## config.mk

```make
export PLATFORM = sky130hd
export DESIGN_NAME = home_sequencer
export DESIGN_NICKNAME = d
export VERILOG_FILES = /design/src/rtl/home_sequencer.sv
export SDC_FILE = /design/constraint.sdc
export NUM_CORES = 1
export LEC_CHECK = 0
export CAP_MARGIN = 20
export CORE_AREA = 5 5 104 106
export DETAILED_ROUTE_END_ITERATION = 8
export DIE_AREA = 0 0 109 111
export GPL_TIMING_DRIVEN = 0
export PLACE_DENSITY = 0.58
export SKIP_CTS_REPAIR_TIMING = 1
export SYNTH_ARGS = -nofsm -noshare
export SYNTH_HDL_FRONTEND = slang
export SYNTH_SLANG_ARGS = --single-unit
```

## constraint.sdc

```tcl
create_clock -name sysclk -period 1.7 [get_ports sysclk]
set_input_delay 0.17 -clock sysclk [delete_from_list [all_inputs] [get_ports sysclk]]
set_output_delay 0.17 -clock sysclk [all_outputs]
set_load 0.05 [all_outputs]
```

## src/rtl/home_sequencer.sv

```systemverilog
// Homing sequencer: homes each enabled motor in turn through a step_req/step_ack handshake.
// Optional seek timeout fault is enabled by defining HOME_SEQ_TIMEOUT_EN.
module home_sequencer #(
  parameter int MAX_STEPS     = 1000,
  parameter int BACKOFF_STEPS = 16,
  parameter int SETTLE_CYC    = 1000
) (
  input  logic       sysclk,
  input  logic       rst,
  input  logic       start,
  input  logic [5:0] mask,
  input  logic [5:0] Stop,
  input  logic       step_ack,
  output logic       step_req,
  output logic [5:0] motor_sel,
  output logic       dir,
  output logic [5:0] MF,
  output logic [5:0] initFlag,
  output logic [5:0] err,
  output logic       busy,
  output logic       INIT
);

  localparam logic [2:0] S_IDLE    = 3'd0;
  localparam logic [2:0] S_SELECT  = 3'd1;
  localparam logic [2:0] S_SEEK    = 3'd2;
  localparam logic [2:0] S_BACKOFF = 3'd3;
  localparam logic [2:0] S_SETTLE  = 3'd4;
  localparam logic [2:0] S_DONE    = 3'd5;

  localparam int BW = $clog2(BACKOFF_STEPS + 1);
  localparam int SW = $clog2(SETTLE_CYC + 1);
  localparam logic [9:0]    SEEK_LIMIT   = (MAX_STEPS > 1023) ? 10'd1023 : 10'(MAX_STEPS);
  localparam logic [BW-1:0] BACKOFF_LAST = BW'(BACKOFF_STEPS);
  localparam logic [SW-1:0] SETTLE_LAST  = SW'(SETTLE_CYC - 1);

  function automatic logic [5:0] onehot6(input logic [2:0] idx);
    onehot6 = 6'b000001 << idx;
  endfunction

  function automatic logic [2:0] lowest_idx(input logic [5:0] vec);
    logic [2:0] r;
    r = 3'd0;
    for (int k = 5; k >= 0; k--) begin
      if (vec[k]) begin
        r = 3'(k);
      end else begin
        r = r;
      end
    end
    return r;
  endfunction

  logic [5:0]    stop_m_q, stop_s_q;
  logic [2:0]    state_q, state_d;
  logic [2:0]    idx_q, idx_d;
  logic [5:0]    pend_q, pend_d;
  logic [9:0]    seek_cnt_q, seek_cnt_d;
  logic [BW-1:0] bo_cnt_q, bo_cnt_d;
  logic [SW-1:0] settle_cnt_q, settle_cnt_d;
  logic          req_q, req_d;
  logic [5:0]    sel_q, sel_d;
  logic          dir_q, dir_d;
  logic [5:0]    init_flag_q, init_flag_d;
  logic [5:0]    err_q, err_d;
  logic          busy_q, busy_d;
  logic          done_q, done_d;
  logic [5:0]    cur_bit_s;
  logic          stop_cur_s;
  logic          axis_active_s;

  // Limit switches are asynchronous; two-flop synchronizer per bit.
  always_ff @(posedge sysclk or posedge rst) begin
    if (rst) begin
      stop_m_q <= 6'b000000;
      stop_s_q <= 6'b000000;
    end else begin
      stop_m_q <= Stop;
      stop_s_q <= stop_m_q;
    end
  end

  assign cur_bit_s  = onehot6(idx_q);
  assign stop_cur_s = |(stop_s_q & cur_bit_s);

  // Sequencer next-state, counters and handshake.
  always_comb begin
    state_d      = state_q;
    idx_d        = idx_q;
    pend_d       = pend_q;
    seek_cnt_d   = seek_cnt_q;
    bo_cnt_d     = bo_cnt_q;
    settle_cnt_d = settle_cnt_q;
    req_d        = req_q;
    init_flag_d  = init_flag_q;
    err_d        = err_q;
    case (state_q)
      S_IDLE, S_DONE: begin
        if (start) begin
          pend_d      = mask;
          init_flag_d = 6'b000000;
          err_d       = 6'b000000;
          state_d     = S_SELECT;
        end else begin
          state_d = state_q;
        end
      end
      S_SELECT: begin
        if (pend_q == 6'b000000) begin
          state_d = S_DONE;
        end else begin
          idx_d      = lowest_idx(pend_q);
          seek_cnt_d = 10'd0;
          req_d      = 1'b0;
          state_d    = S_SEEK;
        end
      end
      S_SEEK: begin
        // An outstanding request is always completed before Stop is looked at.
        if (req_q) begin
          if (step_ack) begin
            req_d      = 1'b0;
            seek_cnt_d = (seek_cnt_q == SEEK_LIMIT) ? seek_cnt_q : seek_cnt_q + 10'd1;
          end else begin
            req_d = 1'b1;
          end
        end else if (stop_cur_s) begin
          bo_cnt_d = '0;
          state_d  = S_BACKOFF;
`ifdef HOME_SEQ_TIMEOUT_EN
        end else if (seek_cnt_q == SEEK_LIMIT) begin
          err_d   = err_q | cur_bit_s;
          pend_d  = pend_q & ~cur_bit_s;
          state_d = S_SELECT;
`endif
        end else begin
          req_d = 1'b1;
        end
      end
      S_BACKOFF: begin
        if (req_q) begin
          if (step_ack) begin
            req_d    = 1'b0;
            bo_cnt_d = bo_cnt_q + BW'(1);
          end else begin
            req_d = 1'b1;
          end
        end else if (bo_cnt_q == BACKOFF_LAST) begin
          if (stop_cur_s) begin
            err_d   = err_q | cur_bit_s;
            pend_d  = pend_q & ~cur_bit_s;
            state_d = S_SELECT;
          end else begin
            settle_cnt_d = '0;
            state_d      = S_SETTLE;
          end
        end else begin
          req_d = 1'b1;
        end
      end
      S_SETTLE: begin
        if (settle_cnt_q == SETTLE_LAST) begin
          init_flag_d = init_flag_q | cur_bit_s;
          pend_d      = pend_q & ~cur_bit_s;
          state_d     = S_SELECT;
        end else begin
          settle_cnt_d = settle_cnt_q + SW'(1);
        end
      end
      default: begin
        req_d   = 1'b0;
        state_d = S_IDLE;
      end
    endcase
  end

  // Output registers are derived from the upcoming state so they align with it.
  always_comb begin
    axis_active_s = (state_d == S_SEEK) || (state_d == S_BACKOFF) || (state_d == S_SETTLE);
    sel_d  = axis_active_s ? onehot6(idx_d) : 6'b000000;
    dir_d  = (state_d == S_BACKOFF);
    busy_d = !((state_d == S_IDLE) || (state_d == S_DONE));
    done_d = (state_d == S_DONE);
  end

  // State and output registers.
  always_ff @(posedge sysclk or posedge rst) begin
    if (rst) begin
      state_q      <= S_IDLE;
      idx_q        <= 3'd0;
      pend_q       <= 6'b000000;
      seek_cnt_q   <= 10'd0;
      bo_cnt_q     <= '0;
      settle_cnt_q <= '0;
      req_q        <= 1'b0;
      sel_q        <= 6'b000000;
      dir_q        <= 1'b0;
      init_flag_q  <= 6'b000000;
      err_q        <= 6'b000000;
      busy_q       <= 1'b0;
      done_q       <= 1'b0;
    end else begin
      state_q      <= state_d;
      idx_q        <= idx_d;
      pend_q       <= pend_d;
      seek_cnt_q   <= seek_cnt_d;
      bo_cnt_q     <= bo_cnt_d;
      settle_cnt_q <= settle_cnt_d;
      req_q        <= req_d;
      sel_q        <= sel_d;
      dir_q        <= dir_d;
      init_flag_q  <= init_flag_d;
      err_q        <= err_d;
      busy_q       <= busy_d;
      done_q       <= done_d;
    end
  end

  assign step_req  = req_q;
  assign motor_sel = sel_q;
  assign MF        = sel_q;
  assign dir       = dir_q;
  assign initFlag  = init_flag_q;
  assign err       = err_q;
  assign busy      = busy_q;
  assign INIT      = done_q;

endmodule

```

==> metrics.md <==
| Metric | Value |
|---|---|
| Initial antenna violation count | `0` |
| Synth Register Bits | `61` |
| Drt via density | `4.669` |
| Max VDD drop | `0.0005261 V` |
| Sinks on the clock net | `61` |
| Most used flip-flop cell after synthesis | `sky130_fd_sc_hd__dfrtp_1` |
| Total vias in the final route | `2185` |
| Footprint of the flip-flops and latches | `1533 µm²` |
| Gate Count Post-Synth | `249` |
| Sequential-to-total area share from yosys stat | `55.25%` |
| Final-report hold violation count | `0` |
| Logic depth of the worst register-to-register path | `8` |
| Setup skew after layout | `0.01121 ns` |
| Share of the synthesized area in compound gates (AO/OA/AOI/OAI) | `15.72%` |
| Routed length per placed instance | `15.03 µm` |
| Total number of nets in the final design | `350` |
| Endpoints failing setup | `24` |
| Status | `finished, violations left` |
| Cells along the critical path | `buf_6 -> and3b_2 -> nand4_4 -> a211oi_4 -> buf_4 -> nor3_4 -> buf_12 -> nor4_4` |
| Die X | `109 µm` |
| Fraction of synthesized cell area in xor and xnor cells | `3.170%` |
| TritonCTS clock tree | `built` |
| Root buffer selected by CTS | `sky130_fd_sc_hd__clkbuf_8` |
| Slew at the pin with the worst max-slew slack | `0.6192 ns` |
| Global placement routability congestion | `0.8300` |
| Data arrival, critical path | `2.13 ns` |
| Starting utilization of the core area | `28.53%` |
| Async set-reset flop share out of synthesis | `100.0%` |
| Crit share post-route | `111.0%` |
| Port-buffer cells | `43` |
| Reg-to-reg setup timing slack | `-0.19 ns` |
| Remaining max-slew budget at the tightest pin | `58.64%` |
| Y dimension of the die | `111 µm` |
| I/O pin total | `44` |
| Fmax | `530.1 MHz` |
| Pleak | `2.166 nW` |
| Global router's overall resource usage | `11.26%` |
| Start-to-end type of the worst setup path | `reg -> reg` |
| Average size of a mapped cell | `11.09 µm²` |
| Later-pin clock latency in the skew report | `0.34 ns` |
| Ant. Diodes | `0` |
| Cell type contributing the most total cell area after synthesis | `sky130_fd_sc_hd__dfrtp_1` |
| Area delta synth->final | `49.59%` |
| Number of antenna-violating nets in the routed design | `0` |
| Slew Viols, Final | `0` |
| Max H-tree Level | `3` |
| Area fraction in and, or, nand and nor cells after synthesis | `18.39%` |
| Maxcap violations | `0` |
| Multi-input gate area in the final layout | `1355 µm²` |
| Maximum number of pins on one net before global-route repair | `35` |
| Wire length of the first global-routing pass | `10.66 mm` |
| Kind of path behind the tightest hold check | `in -> async` |
| Multiplexer area fraction after synthesis | `1.902%` |
| Post-detailed-route DRC marker count | `0` |
| Synthesized netlist net count | `268` |
| Cell area after synthesis | `2763 µm²` |
| Final instance count without filler cells | `468` |
| Buffer and inverter count on the worst path | `3` |
| Slowest cell delay on critical path | `0.43 ns` |
| Highest-delay cell along the critical path | `sky130_fd_sc_hd__dfrtp_1` |
| Pwr/cell area | `1456 nW/µm²` |
| Share of cells above drive strength 1 | `30.15%` |
| Layout filler cell count | `921` |
| Worst R2R End | `MF[0]` |
| Vias in the first global route | `2134` |
| Number of buffers created by CTS | `9` |
| Area enclosed by the die boundary | `12100 µm²` |
| Final setup margin | `-0.1863 ns` |
| Maximum count of clock buffers along a single path | `2` |
| Register clock-pin slew on the reported worst setup and hold paths | `0.07 ns` |
| Dpl hpwl | `4.553 mm` |
| RSZ-0062 raised after global routing | `yes` |
| Final wirelength | `7.033 mm` |
| Fraction of synthesized cell area taken by the top area cell type | `55.25%` |
| Required arrival time at the worst endpoint | `1.94 ns` |
| Top post-synthesis cells by area | `sky130_fd_sc_hd__dfrtp_1, sky130_fd_sc_hd__nor2_1, sky130_fd_sc_hd__a21oi_1` |
| Iter 0 DRT Violations | `60` |
| Count of flip-flops with a built-in enable after synthesis | `0` |
| Total number of yosys warnings | `0` |
| Nature of the critical path startpoint | `flop` |
| Combinational family with the most area after synthesis | `simple AND/OR/NAND/NOR gates` |
| Post-layout min period | `1.886 ns` |
| Failing checks | `setup timing` |
| DR pass1 iterations | `4` |
| Top fanout value on the critical path | `6` |
| Post-synth cell types | `54` |
| Post-synthesis share of cell area spent on full adders, half adders and majority gates | `1.359%` |
| Count of standard-cell rows | `36` |
| Final hold slack | `0.2652 ns` |
| Placeable Area | `9684 µm²` |
| Cell family contributing the most delay on the critical path | `simple AND/OR/NAND/NOR gates` |
| Element type at the critical path end | `flop` |
| Critical path depth in cells | `8` |
| Dpl cells | `426` |
| Launch point of the worst reg-to-reg path | `state_q[2]` |
| Remaining global-route overflow | `0` |
[power breakdown]
| group | switching (mW) | total [mW] | leakage (nW) | internal (mW) |
|---|---|---|---|---|
| combinational | 1.63 | 2.75 | 1.31 | 1.12 |
| clock | 0.555 | 1.30 | 0.101 | 0.743 |
| sequential | 0.271 | 1.97 | 0.755 | 1.70 |
| total | 2.46 | 6.02 | 2.17 | 3.56 |
[placed cells by master, fill, tap and decap left out, drive strengths merged, types with 4 or more instances in the layout]
| master | n |
|---|---|
| a21oi | 15 |
| nor4 | 6 |
| and3 | 4 |
| buf | 38 |
| clkdlybuf4s50 | 18 |
| a221o | 6 |
| nand3 | 4 |
| nor3 | 8 |
| dlymetal6s2s | 25 |
| a22o | 4 |
| a211oi | 4 |
| dfrtp | 61 |
| and3b | 5 |
| nor3b | 4 |
| xor2 | 8 |
| nand4 | 6 |
| a21o | 4 |
| nor2 | 26 |
| nand2 | 13 |
| o21ai | 7 |
| inv | 10 |
| clkbuf | 14 |
| nand2b | 4 |
[synthesized netlist by cell type, drive strengths merged (2+ instances only)]
cell / instances
buf: 9
inv: 11
and3b: 5
a21o: 4
nand3: 4
mux2i: 3
a22oi: 2
o31a: 2
nor2: 26
dfrtp: 61
xor2: 8
nand2: 13
nand4: 6
nand3b: 2
a221oi: 2
o21ai: 7
nor3: 8
a31oi: 3
a21oi: 15
a32o: 2
and2: 2
a22o: 4
a221o: 6
ha: 3
clkbuf: 4
nor4: 6
a211oi: 4
or3b: 2
xnor2: 2
mux2: 2
nor3b: 4
and3: 4
nand2b: 4
[through the flow]
stage          worst slack, ns  area (µm²)  setup TNS, ns  power [mW]  utilization [%]
2_1_floorplan         -0.04354        2778       -0.04354       3.487                -
6_report               -0.1863        4133         -1.484       6.019            42.67
3_5_place_dp           -0.3213        3395         -6.343       4.154            35.05
4_1_cts                -0.3511        3593         -7.779       5.479            37.11
3_3_place_gp           -0.3052        3374         -7.125       4.123            34.85
5_1_grt                -0.2623        4133         -3.971       6.357            42.67
[worst max-delay path by stage]
stage / startpoint / end / slack, ns
6_report: state_q[2] / MF[0] / -0.19
2_1_floorplan: state_q[2] / settle_cnt_q[0] / -0.04
5_1_grt: state_q[2] / MF[0] / -0.26
4_1_cts: state_q[2] / MF[5] / -0.35
3_5_place_dp: state_q[2] / MF[5] / -0.32
3_3_place_gp: state_q[2] / MF[1] / -0.31
[area by class of cell]
type | count | area share, %
clock inverters | 4 | 1.150
repair buffers | 72 | 17.98
multi-input cells | 164 | 32.79
clock buffers | 11 | 3.663
plain buffers | 12 | 2.210
inverters | 11 | 1.090
flip-flops and latches | 61 | 37.09
well taps | 133 | 4.027
[worst register-to-register path, cell delays in order (launching register included)]
cell and delay [ns]:
sky130_fd_sc_hd__dfrtp_1 0.43, sky130_fd_sc_hd__buf_6 0.14, sky130_fd_sc_hd__and3b_2 0.27, sky130_fd_sc_hd__nand4_4 0.11, sky130_fd_sc_hd__a211oi_4 0.25, sky130_fd_sc_hd__buf_4 0.16, sky130_fd_sc_hd__nor3_4 0.04, sky130_fd_sc_hd__buf_12 0.15
sky130_fd_sc_hd__nor4_4 0.25
[logic make-up after synthesis]
kind of cell	after synthesis
multiplexers	5
AO/OA/AOI/OAI	58
AND/OR/NAND/NOR	88
flip-flops	61
buffers and inverters	24
adder cells (fa/ha/maj)	3
XOR/XNOR	10
[per-layer routing]
metal / global-route usage, % / up-vias / part of all wire (%)
li1: - / 1058 / -
met1: 15.00 / 1072 / 44
met2: 16.83 / 46 / 49
met3: 3.436 / 9 / 5.3
met4: 4.630 / 0 / 1.3
met5: 0 / - / 0
[flip-flops by register name, summed over array words and instances, names as in the netlist]
name and count:
err 6, dir 1, bo_cnt_q 5, busy 1, state_q 3, settle_cnt_q 10
stop_s_q 6, pend_q 6, step_req 1, initFlag 6, idx_q 3, stop_m_q 6
INIT 1, MF 6
Power figures use the tool's default switching activity.
